$ cat config.mk
export PLATFORM = sky130hd
export DESIGN_NAME = decode_ibuf
export DESIGN_NICKNAME = d
export VERILOG_FILES = /design/src/rtl/decode_ibuf.sv
export SDC_FILE = /design/constraint.sdc
export NUM_CORES = 1
export LEC_CHECK = 0
export CAP_MARGIN = 20
export CORE_UTILIZATION = 59
export CTS_BUF_LIST = sky130_fd_sc_hd__clkbuf_16
export DETAILED_ROUTE_END_ITERATION = 6
export GPL_ROUTABILITY_DRIVEN = 0
export PLACE_DENSITY = 0.81
export SLEW_MARGIN = 30
export SYNTH_ARGS = -nofsm -noshare
export SYNTH_HDL_FRONTEND = slang
export SYNTH_SLANG_ARGS = --single-unit
$ cat constraint.sdc
create_clock -name clk -period 5 [get_ports clk]
set_input_delay 1 -clock clk [delete_from_list [all_inputs] [get_ports clk]]
set_output_delay 1 -clock clk [all_outputs]
set_load 0.05 [all_outputs]
$ cat src/rtl/decode_ibuf.sv
// rtl/decode_ibuf.sv - multi-lane instruction buffer with branch/jump predecode and delay-slot tagging
//
// Circular buffer between the fetch register and a multi-issue decoder.
// Ports:
//   clk, resetn          clock, asynchronous active-low reset
//   flush                drop all entries and delay-slot history
//   in_valid/instr/pc/exc  up to FETCH_WIDTH fetched instructions, lane 0 oldest
//   in_ready             room for a full fetch group
//   out_valid/instr/pc/exc/is_bj/in_delay_slot  up to ISSUE_WIDTH head entries, slot 0 oldest
//   issue_take           number of head entries consumed this cycle
//   count                occupied entries
module decode_ibuf #(
  parameter int DEPTH       = 8,
  parameter int FETCH_WIDTH = 2,
  parameter int ISSUE_WIDTH = 2,
  parameter int DATA_W      = 32
) (
  input  logic                               clk,
  input  logic                               resetn,
  input  logic                               flush,
  input  logic [FETCH_WIDTH-1:0]             in_valid,
  input  logic [FETCH_WIDTH*DATA_W-1:0]      in_instr,
  input  logic [FETCH_WIDTH*DATA_W-1:0]      in_pc,
  input  logic [FETCH_WIDTH-1:0]             in_exc,
  output logic                               in_ready,
  output logic [ISSUE_WIDTH-1:0]             out_valid,
  output logic [ISSUE_WIDTH*DATA_W-1:0]      out_instr,
  output logic [ISSUE_WIDTH*DATA_W-1:0]      out_pc,
  output logic [ISSUE_WIDTH-1:0]             out_exc,
  output logic [ISSUE_WIDTH-1:0]             out_is_bj,
  output logic [ISSUE_WIDTH-1:0]             out_in_delay_slot,
  input  logic [$clog2(ISSUE_WIDTH+1)-1:0]   issue_take,
  output logic [$clog2(DEPTH+1)-1:0]         count
);

  localparam int PW = $clog2(DEPTH);
  localparam int CW = $clog2(DEPTH+1);

  // Entry storage; deliberately not reset, only pointers and count are.
  logic [DATA_W-1:0] instr_q [DEPTH];
  logic [DATA_W-1:0] pc_q    [DEPTH];
  logic [DEPTH-1:0]  exc_q;
  logic [DEPTH-1:0]  bj_q;

  logic [PW-1:0] head_q, head_d;
  logic [PW-1:0] tail_q, tail_d;
  logic [CW-1:0] count_q, count_d;
  logic          last_bj_q, last_bj_d;

  logic [CW-1:0] enq_n;
  logic          enq_go;
  logic [CW-1:0] take;
  logic [PW-1:0] idx;

  // Branch/jump classification on the MIPS-style opcode/rt/funct fields.
  function automatic logic predecode(input logic [31:0] ins);
    logic [5:0] op;
    logic [4:0] rt;
    logic [5:0] fn;
    logic       r;
    op = ins[31:26];
    rt = ins[20:16];
    fn = ins[5:0];
    r  = 1'b0;
    case (op)
      6'b000010, 6'b000011,
      6'b000100, 6'b000101, 6'b000110, 6'b000111: r = 1'b1;
      6'b000001: r = (rt == 5'b00000) || (rt == 5'b00001) ||
                     (rt == 5'b10000) || (rt == 5'b10001);
      6'b000000: r = (fn == 6'b001000) || (fn == 6'b001001);
      default:   r = 1'b0;
    endcase
    return r;
  endfunction

  // Readiness looks only at registered occupancy; a same-cycle dequeue is not credited.
  assign in_ready = (count_q <= CW'(DEPTH - FETCH_WIDTH));
  assign count    = count_q;

  always_comb begin
    enq_n = '0;
    for (int l = 0; l < FETCH_WIDTH; l++) begin
      enq_n = enq_n + CW'(in_valid[l]);
    end
    enq_go = in_ready && (|in_valid) && !flush;
    take   = (CW'(issue_take) > count_q) ? count_q : CW'(issue_take);

    idx               = '0;
    out_valid         = '0;
    out_instr         = '0;
    out_pc            = '0;
    out_exc           = '0;
    out_is_bj         = '0;
    out_in_delay_slot = '0;
    for (int i = 0; i < ISSUE_WIDTH; i++) begin
      idx = head_q + PW'(i);
      if (CW'(i) < count_q) begin
        out_valid[i]                  = 1'b1;
        out_instr[i*DATA_W +: DATA_W] = instr_q[idx];
        out_pc[i*DATA_W +: DATA_W]    = pc_q[idx];
        out_exc[i]                    = exc_q[idx];
        out_is_bj[i]                  = bj_q[idx];
      end
    end
    // Slot 0 inherits from the last entry already issued; later slots from their predecessor.
    out_in_delay_slot[0] = out_valid[0] & last_bj_q;
    for (int i = 1; i < ISSUE_WIDTH; i++) begin
      out_in_delay_slot[i] = out_valid[i] & out_is_bj[i-1];
    end
  end

  always_comb begin
    if (flush) begin
      head_d    = tail_q;
      tail_d    = tail_q;
      count_d   = '0;
      last_bj_d = 1'b0;
    end else begin
      head_d    = head_q + PW'(take);
      tail_d    = enq_go ? tail_q + PW'(enq_n) : tail_q;
      count_d   = count_q + (enq_go ? enq_n : '0) - take;
      last_bj_d = (take != '0) ? bj_q[head_q + PW'(take - CW'(1))] : last_bj_q;
    end
  end

  always_ff @(posedge clk or negedge resetn) begin
    if (!resetn) begin
      head_q    <= '0;
      tail_q    <= '0;
      count_q   <= '0;
      last_bj_q <= 1'b0;
    end else begin
      head_q    <= head_d;
      tail_q    <= tail_d;
      count_q   <= count_d;
      last_bj_q <= last_bj_d;
    end
  end

  // Lanes are packed from lane 0, so lane l lands at tail+l.
  always_ff @(posedge clk) begin
    for (int l = 0; l < FETCH_WIDTH; l++) begin
      if (enq_go && in_valid[l]) begin
        instr_q[tail_q + PW'(l)] <= in_instr[l*DATA_W +: DATA_W];
        pc_q[tail_q + PW'(l)]    <= in_pc[l*DATA_W +: DATA_W];
        exc_q[tail_q + PW'(l)]   <= in_exc[l];
        bj_q[tail_q + PW'(l)]    <= predecode(in_instr[l*DATA_W +: 32]);
      end
    end
  end

endmodule

==> results of run 1 <==
==> critical path: stages (launching register included) <==
cell and delay (ns):
dfrtp_1 0.53, inv_1 0.15, ha_1 0.22, and2b_4 0.19, inv_1 0.11, nor2_4 0.04, buf_4 0.33, nor2_1 0.41
clkdlybuf4s50_1 0.89
==> placed cells by master (no fill, tap or decap), drive strengths merged, types with 6 or more instances in the layout <==
cell type and count:
edfxtp 512, mux2i 75, a22oi 8, a21oi 71, and3 6, mux4 266
clkbuf 58, nor2 79, xnor2 10, mux2 516, o21ai 18, clkdlybuf4s50 266
ha 19, nand2b 10, inv 44, dfxtp 16, nand2 162, diode 7
buf 58, clkinv 21, dfrtp 11
==> kinds of logic after synthesis <==
family | count (synthesis) | share of synthesized area
AND/OR/NAND/NOR | 282 | 0.0376
flip-flops | 539 | 0.501
multiplexers | 857 | 0.397
adder cells (fa/ha/maj) | 22 | 0.00933
XOR/XNOR | 13 | 0.00357
buffers and inverters | 191 | 0.0340
AO/OA/AOI/OAI | 105 | 0.0180
==> synthesized netlist by cell type, drive strengths merged (18+ instances only) <==
cell / number
mux2i: 75
a21oi: 71
inv: 20
o21ai: 18
ha: 19
nor2: 79
mux2: 516
mux4: 266
edfxtp: 512
clkbuf: 42
nand2: 162
buf: 129
==> cell type report <==
| type | count | area, sq um | share of cell area |
|---|---|---|---|
| diodes | 7 | 17.5 | 0.000472 |
| clock buffers | 58 | 1450 | 0.0391 |
| clock inverters | 47 | 260 | 0.00701 |
| inverters | 20 | 75.1 | 0.00202 |
| multi-input cells | 1279 | 15000 | 0.404 |
| flip-flops and latches | 539 | 16000 | 0.431 |
| well taps | 688 | 861 | 0.0232 |
| repair buffers | 324 | 3470 | 0.0935 |
==> flip-flops by register name, summed over array words and instances (netlist names) <==
register,cells
pc_q,256
bj_q,8
tail_q,3
count,4
exc_q,8
last_bj_q,1
head_q,3
instr_q,256
==> power by group through the flow <==
stage / Combinational, W / Clock (W) / Sequential, W
5_1_grt: 0.0166 / 0.00415 / 0.00610
4_1_cts: 0.0159 / 0.00397 / 0.00603
3_5_place_dp: 0.0158 / 0 / 0.00612
3_3_place_gp: 0.0156 / 0 / 0.00607
2_1_floorplan: 0.0110 / 0 / 0.00599
6_report: 0.0159 / 0.00395 / 0.00605
==> routing by layer <==
| metal | wire length [um] | vias to the layer above | part of all wire | global-route usage |
|---|---|---|---|---|
| li1 | - | 8485 | - | - |
| met1 | 33700 | 10800 | 0.38 | 0.440 |
| met2 | 44100 | 1190 | 0.49 | 0.531 |
| met3 | 8680 | 201 | 0.097 | 0.0656 |
| met4 | 2790 | 14 | 0.031 | 0.113 |
| met5 | 92 | - | 0.0010 | 0 |
==> per-stage QoR <==
step | utilization | instances | power, W | hold slack (ns)
after floorplan | - | 2009 | 0.0170 | 0.516
after global placement | 0.667 | 2849 | 0.0217 | 0.537
after detailed placement | 0.667 | 2849 | 0.0219 | 0.560
after CTS | 0.699 | 2954 | 0.0259 | 0.569
after global routing | 0.700 | 2957 | 0.0268 | 0.604
final | 0.700 | 2962 | 0.0259 | 0.568
==> worst max-delay path by stage <==
stage	start	slack [ns]	cells past startpoint	to
3_3_place_gp	issue_take[1]	0.85	15	last_bj_q
3_5_place_dp	issue_take[1]	0.76	15	last_bj_q
5_1_grt	head_q[0]	0.29	6	out_instr[33]
2_1_floorplan	in_valid[0]	0.64	9	instr_q[3][0]
6_report	count[3]	0.48	8	out_instr[29]
4_1_cts	head_q[0]	0.41	5	out_instr[63]
==> flow_summary.yaml, run 1 <==
route:
  drc_errors: 0
  dr.pass1.iters: 7
  wl_um: 89300
  vias: 20700
  drt_iter0_drc: 2176
  wl_per_cell_um: 30.1
  via_per_inst: 6.98
  antenna_left: 0
clock_network:
  cts.repair.resized: 0
  postCtsHoldBufs: 0
  insertion_delay_ns: 0.62
  cts_root_buf: "clkbuf_16"
  htreeDepth: 2
  clk_pin_slew_worst_paths_ns: 0.06
  cts_tree: "yes"
  cts_buffers: 57
  clock_path_buffers: 3
  cts_num_sinks: 539
  post-cts-setup-buffers: 0
global_route:
  grt_pass1_wl_um: 131000
  grt_max_degree: 141
  overflow: 0
  antenna_found_initial: 12
  track_usage: 0.326
  grt_pass1_vias: 21100
synth:
  synth_top_cell_area_share: 0.482
  async_reset_ff_frac: 0.0204
  syn_nets: 2168
  yosys_warnings: 0
  synth_edf_count: 512
  synthCells: 2009
  synth.ff_latch_count: 539
  netlist_area_sq_mm: 0.0319
  ys_top_cells_by_area: "edfxtp_1, mux4_2, mux2_2"
  ys_seq_area_frac: 0.501
  synth_top_cell_by_area: "edfxtp_1"
  yosysUniqueCellTypes: 47
  synthFlopType: "edfxtp_1"
  syn_area_per_cell_sq_um: 15.9
min_path:
  hp-class: "register to register"
  hold_path_end: "exc_q[6]"
  min_path_cells: 2
  hp-start: "exc_q[6]"
cells_and_area:
  fin_area_sq_mm: 0.0371
  num-fill-cells: 3443
  syn2layout_area_growth_pct: 16.3
  drive_gt1_frac: 0.415
  nNetsFinal: 2380
flow_run:
  max-cap-violations: 0
sta:
  skew_ns: 0.0212
  worst_pin_slew_ns: 0.926
  setup_violations: 0
  hold_viol_final: 0
  tns_ns: 0
  drv_slew: 0
  rsz0062_at_grt: "no"
  fin_crit_ns: 4.52
  setup_ws_ns: 0.478
  slew_headroom: 0.378
  fmax_mhz: 221
  final.period_utilization: 0.904
place:
  placed_area_sq_mm: 0.0353
  hpwl_um: 50000
  portBuffers: 277
  pre_cts_slack_ns: 0.758
pwr:
  p_clk_frac: 0.153
  irDropWorstVdd_mv: 0.627
  swShare: 0.461
  comb_power_share: 0.614
  p_int_w: 0.0139
  sequentialPowerShare: 0.234
  power.switching_w: 0.0119
  power.density_mw_per_mm2: 697
  p_leak_nw: 12.4
floorplanning:
  num_rows: 84
  coreArea_sq_mm: 0.0530
  die_h_um: 235
  die_w_um: 235
  initial_utilization: 0.602
  io_pins: 278
  die_area_sq_mm: 0.0550
setup_path:
  r2r-start: "count[3]"
  critical_path_class: "register to output pin"
  crit_fanout: 36
  reg2reg_depth: 14
  crit_required_ns: 4.00
  reg2reg_setup_slack_ns: 1.88
  crit_path_end_kind: "output pin"
  cp_data_arrival_time_ns: 3.52
  timing.rr.end: "last_bj_q"
  worstSetupStartpointType: "register"
status:
  status: "finished, final reports clean"
Note: power is estimated with default switching activity, not from simulation.
==> run 2, diff against run 1 <==
--- a/config.mk
+++ b/config.mk
@@ -5,12 +5,14 @@
 export SDC_FILE = /design/constraint.sdc
 export NUM_CORES = 1
 export LEC_CHECK = 0
+export ABC_CLOCK_PERIOD_IN_PS = 5540
 export CAP_MARGIN = 20
-export CORE_UTILIZATION = 59
+export CORE_MARGIN = 10
+export CORE_UTILIZATION = 64
 export CTS_BUF_LIST = sky130_fd_sc_hd__clkbuf_16
 export DETAILED_ROUTE_END_ITERATION = 6
 export GPL_ROUTABILITY_DRIVEN = 0
-export PLACE_DENSITY = 0.81
+export PLACE_DENSITY = 0.87
 export SLEW_MARGIN = 30
 export SYNTH_ARGS = -nofsm -noshare
 export SYNTH_HDL_FRONTEND = slang
==> constraint.sdc (replaced) <==
create_clock -name clk -period 5.54 [get_ports clk]
set_input_delay 1.108 -clock clk [delete_from_list [all_inputs] [get_ports clk]]
set_output_delay 1.108 -clock clk [all_outputs]
set_load 0.05 [all_outputs]
==> flow_summary.yaml, run 2 (synthesis results as in run 1) <==
setup_path:
  critical_path_class: "register to output pin"
  cp_data_arrival_time_ns: 3.97
  reg2reg_depth: 12
  crit_required_ns: 4.43
  crit_path_end_kind: "output pin"
  crit_fanout: 29
  worstSetupStartpointType: "register"
  reg2reg_setup_slack_ns: 2.19
clock_network:
  htreeDepth: 2
  cts_buffers: 55
  cts_root_buf: "clkbuf_16"
  postCtsHoldBufs: 0
  cts.repair.resized: 0
  post-cts-setup-buffers: 0
  clk_pin_slew_worst_paths_ns: 0.06
  cts_tree: "yes"
  cts_num_sinks: 539
  clock_path_buffers: 3
  insertion_delay_ns: 0.62
sta:
  skew_ns: 0.0253
  rsz0062_at_grt: "no"
  fmax_mhz: 197
  drv_slew: 0
  setup_violations: 0
  fin_crit_ns: 5.08
  hold_viol_final: 0
  tns_ns: 0
  final.period_utilization: 0.917
  slew_headroom: 0.402
  worst_pin_slew_ns: 0.889
floorplanning:
  coreArea_sq_mm: 0.0492
  initial_utilization: 0.649
  die_h_um: 243
  io_pins: 278
  die_w_um: 243
  die_area_sq_mm: 0.0592
  num_rows: 81
cells_and_area:
  drive_gt1_frac: 0.410
  num-fill-cells: 2905
  syn2layout_area_growth_pct: 15.7
  final_cells: 2944
  final_common_cell: "edfxtp_1"
  layout_common_cells: "edfxtp_1, mux2_2, clkdlybuf4s50_1, mux4_2, nand2_1"
  reg_top3: "instr_q (256), pc_q (256)"
  nNetsFinal: 2382
pwr:
  irDropWorstVdd_mv: 0.601
  p_leak_nw: 12.3
  power.density_mw_per_mm2: 633
global_route:
  track_usage: 0.308
  grt_pass1_vias: 21800
  overflow: 0
  grt_max_degree: 127
  antenna_found_initial: 21
  grt_pass1_wl_um: 139000
route:
  dr.pass1.iters: 7
  wl_per_cell_um: 31.3
  drc_errors: 1
  antenna_left: 0
  drt_iter0_drc: 2715
  via_per_inst: 7.07
  wl_um: 92100
  vias: 20800
min_path:
  min_path_cells: 2
  hp-class: "register to register"
place:
  portBuffers: 277
  hpwl_um: 54500
  dp_cells: 2830
flow_run:
  max-cap-violations: 0
status:
  status: "finished, violations left"
  violations: "design-rule violations"
-- run 2: cell count changes in the layout (fill, tap and decap cells not counted), sizes merged --
cell / before / now
clkdlybuf4s50: 266 / 277
buf: 58 / 51
diode: 7 / 13
inv: 44 / 41
clkbuf: 58 / 57
-- run 2: area by class of cell --
type                       count  area, sq um  area share
clock buffer                  57         1430      0.0386
clock inverter                44          233     0.00630
antenna                       13         32.5    0.000881
sequential                   539        16000       0.433
tap                          664          831      0.0225
timing repair buffer         328         3360      0.0910
multi-input combinational   1279        15000       0.406
inverter                      20         75.1     0.00203
-- run 2: through the flow --
| step | util | instance area [sq um] | setup WS, ns | hold slack [ns] | power [W] |
|---|---|---|---|---|---|
| after floorplan | - | 31900 | 1.07 | 0.516 | 0.0153 |
| after global placement | 0.717 | 35200 | 1.13 | 0.533 | 0.0195 |
| after CTS | 0.750 | 36900 | 0.480 | 0.564 | 0.0233 |
| after detailed placement | 0.717 | 35200 | 1.12 | 0.553 | 0.0198 |
| after global routing | 0.751 | 36900 | 0.325 | 0.596 | 0.0242 |
| final | 0.751 | 36900 | 0.460 | 0.568 | 0.0234 |
-- run 2: critical path, stage by stage, from the launching register on --
cell	delay (ns)
dfrtp_4	0.70
ha_4	0.69
buf_4	0.39
mux4_2	0.28
nand2_1	0.06
a21oi_1	0.33
clkdlybuf4s50_1	0.89
-- run 2: worst paths after layout --
kind	from	endpoint
hold / removal	exc_q[1]	exc_q[1]
setup reg to reg	count[3]	count[2]
hold reg to reg	exc_q[1]	exc_q[1]
setup / recovery	head_q[1]	out_instr[60]
max in group asynchronous	resetn	head_q[0]
min in group asynchronous	resetn	count[1]
-- run 2: metal layers --
layer / up-vias / global-route usage / part of all wire
met5: - / 0 / 0.00093
met4: 16 / 0.123 / 0.034
met3: 228 / 0.0840 / 0.11
met2: 1417 / 0.491 / 0.49
met1: 10700 / 0.395 / 0.36
li1: 8503 / - / -
-- run 2: power breakdown --
part	switching (W)	internal (W)	total, W	leakage [nW]
registers	0.000389	0.00512	0.00550	4.89
clock network	0.00158	0.00193	0.00351	0.893
logic	0.00890	0.00546	0.0144	6.52
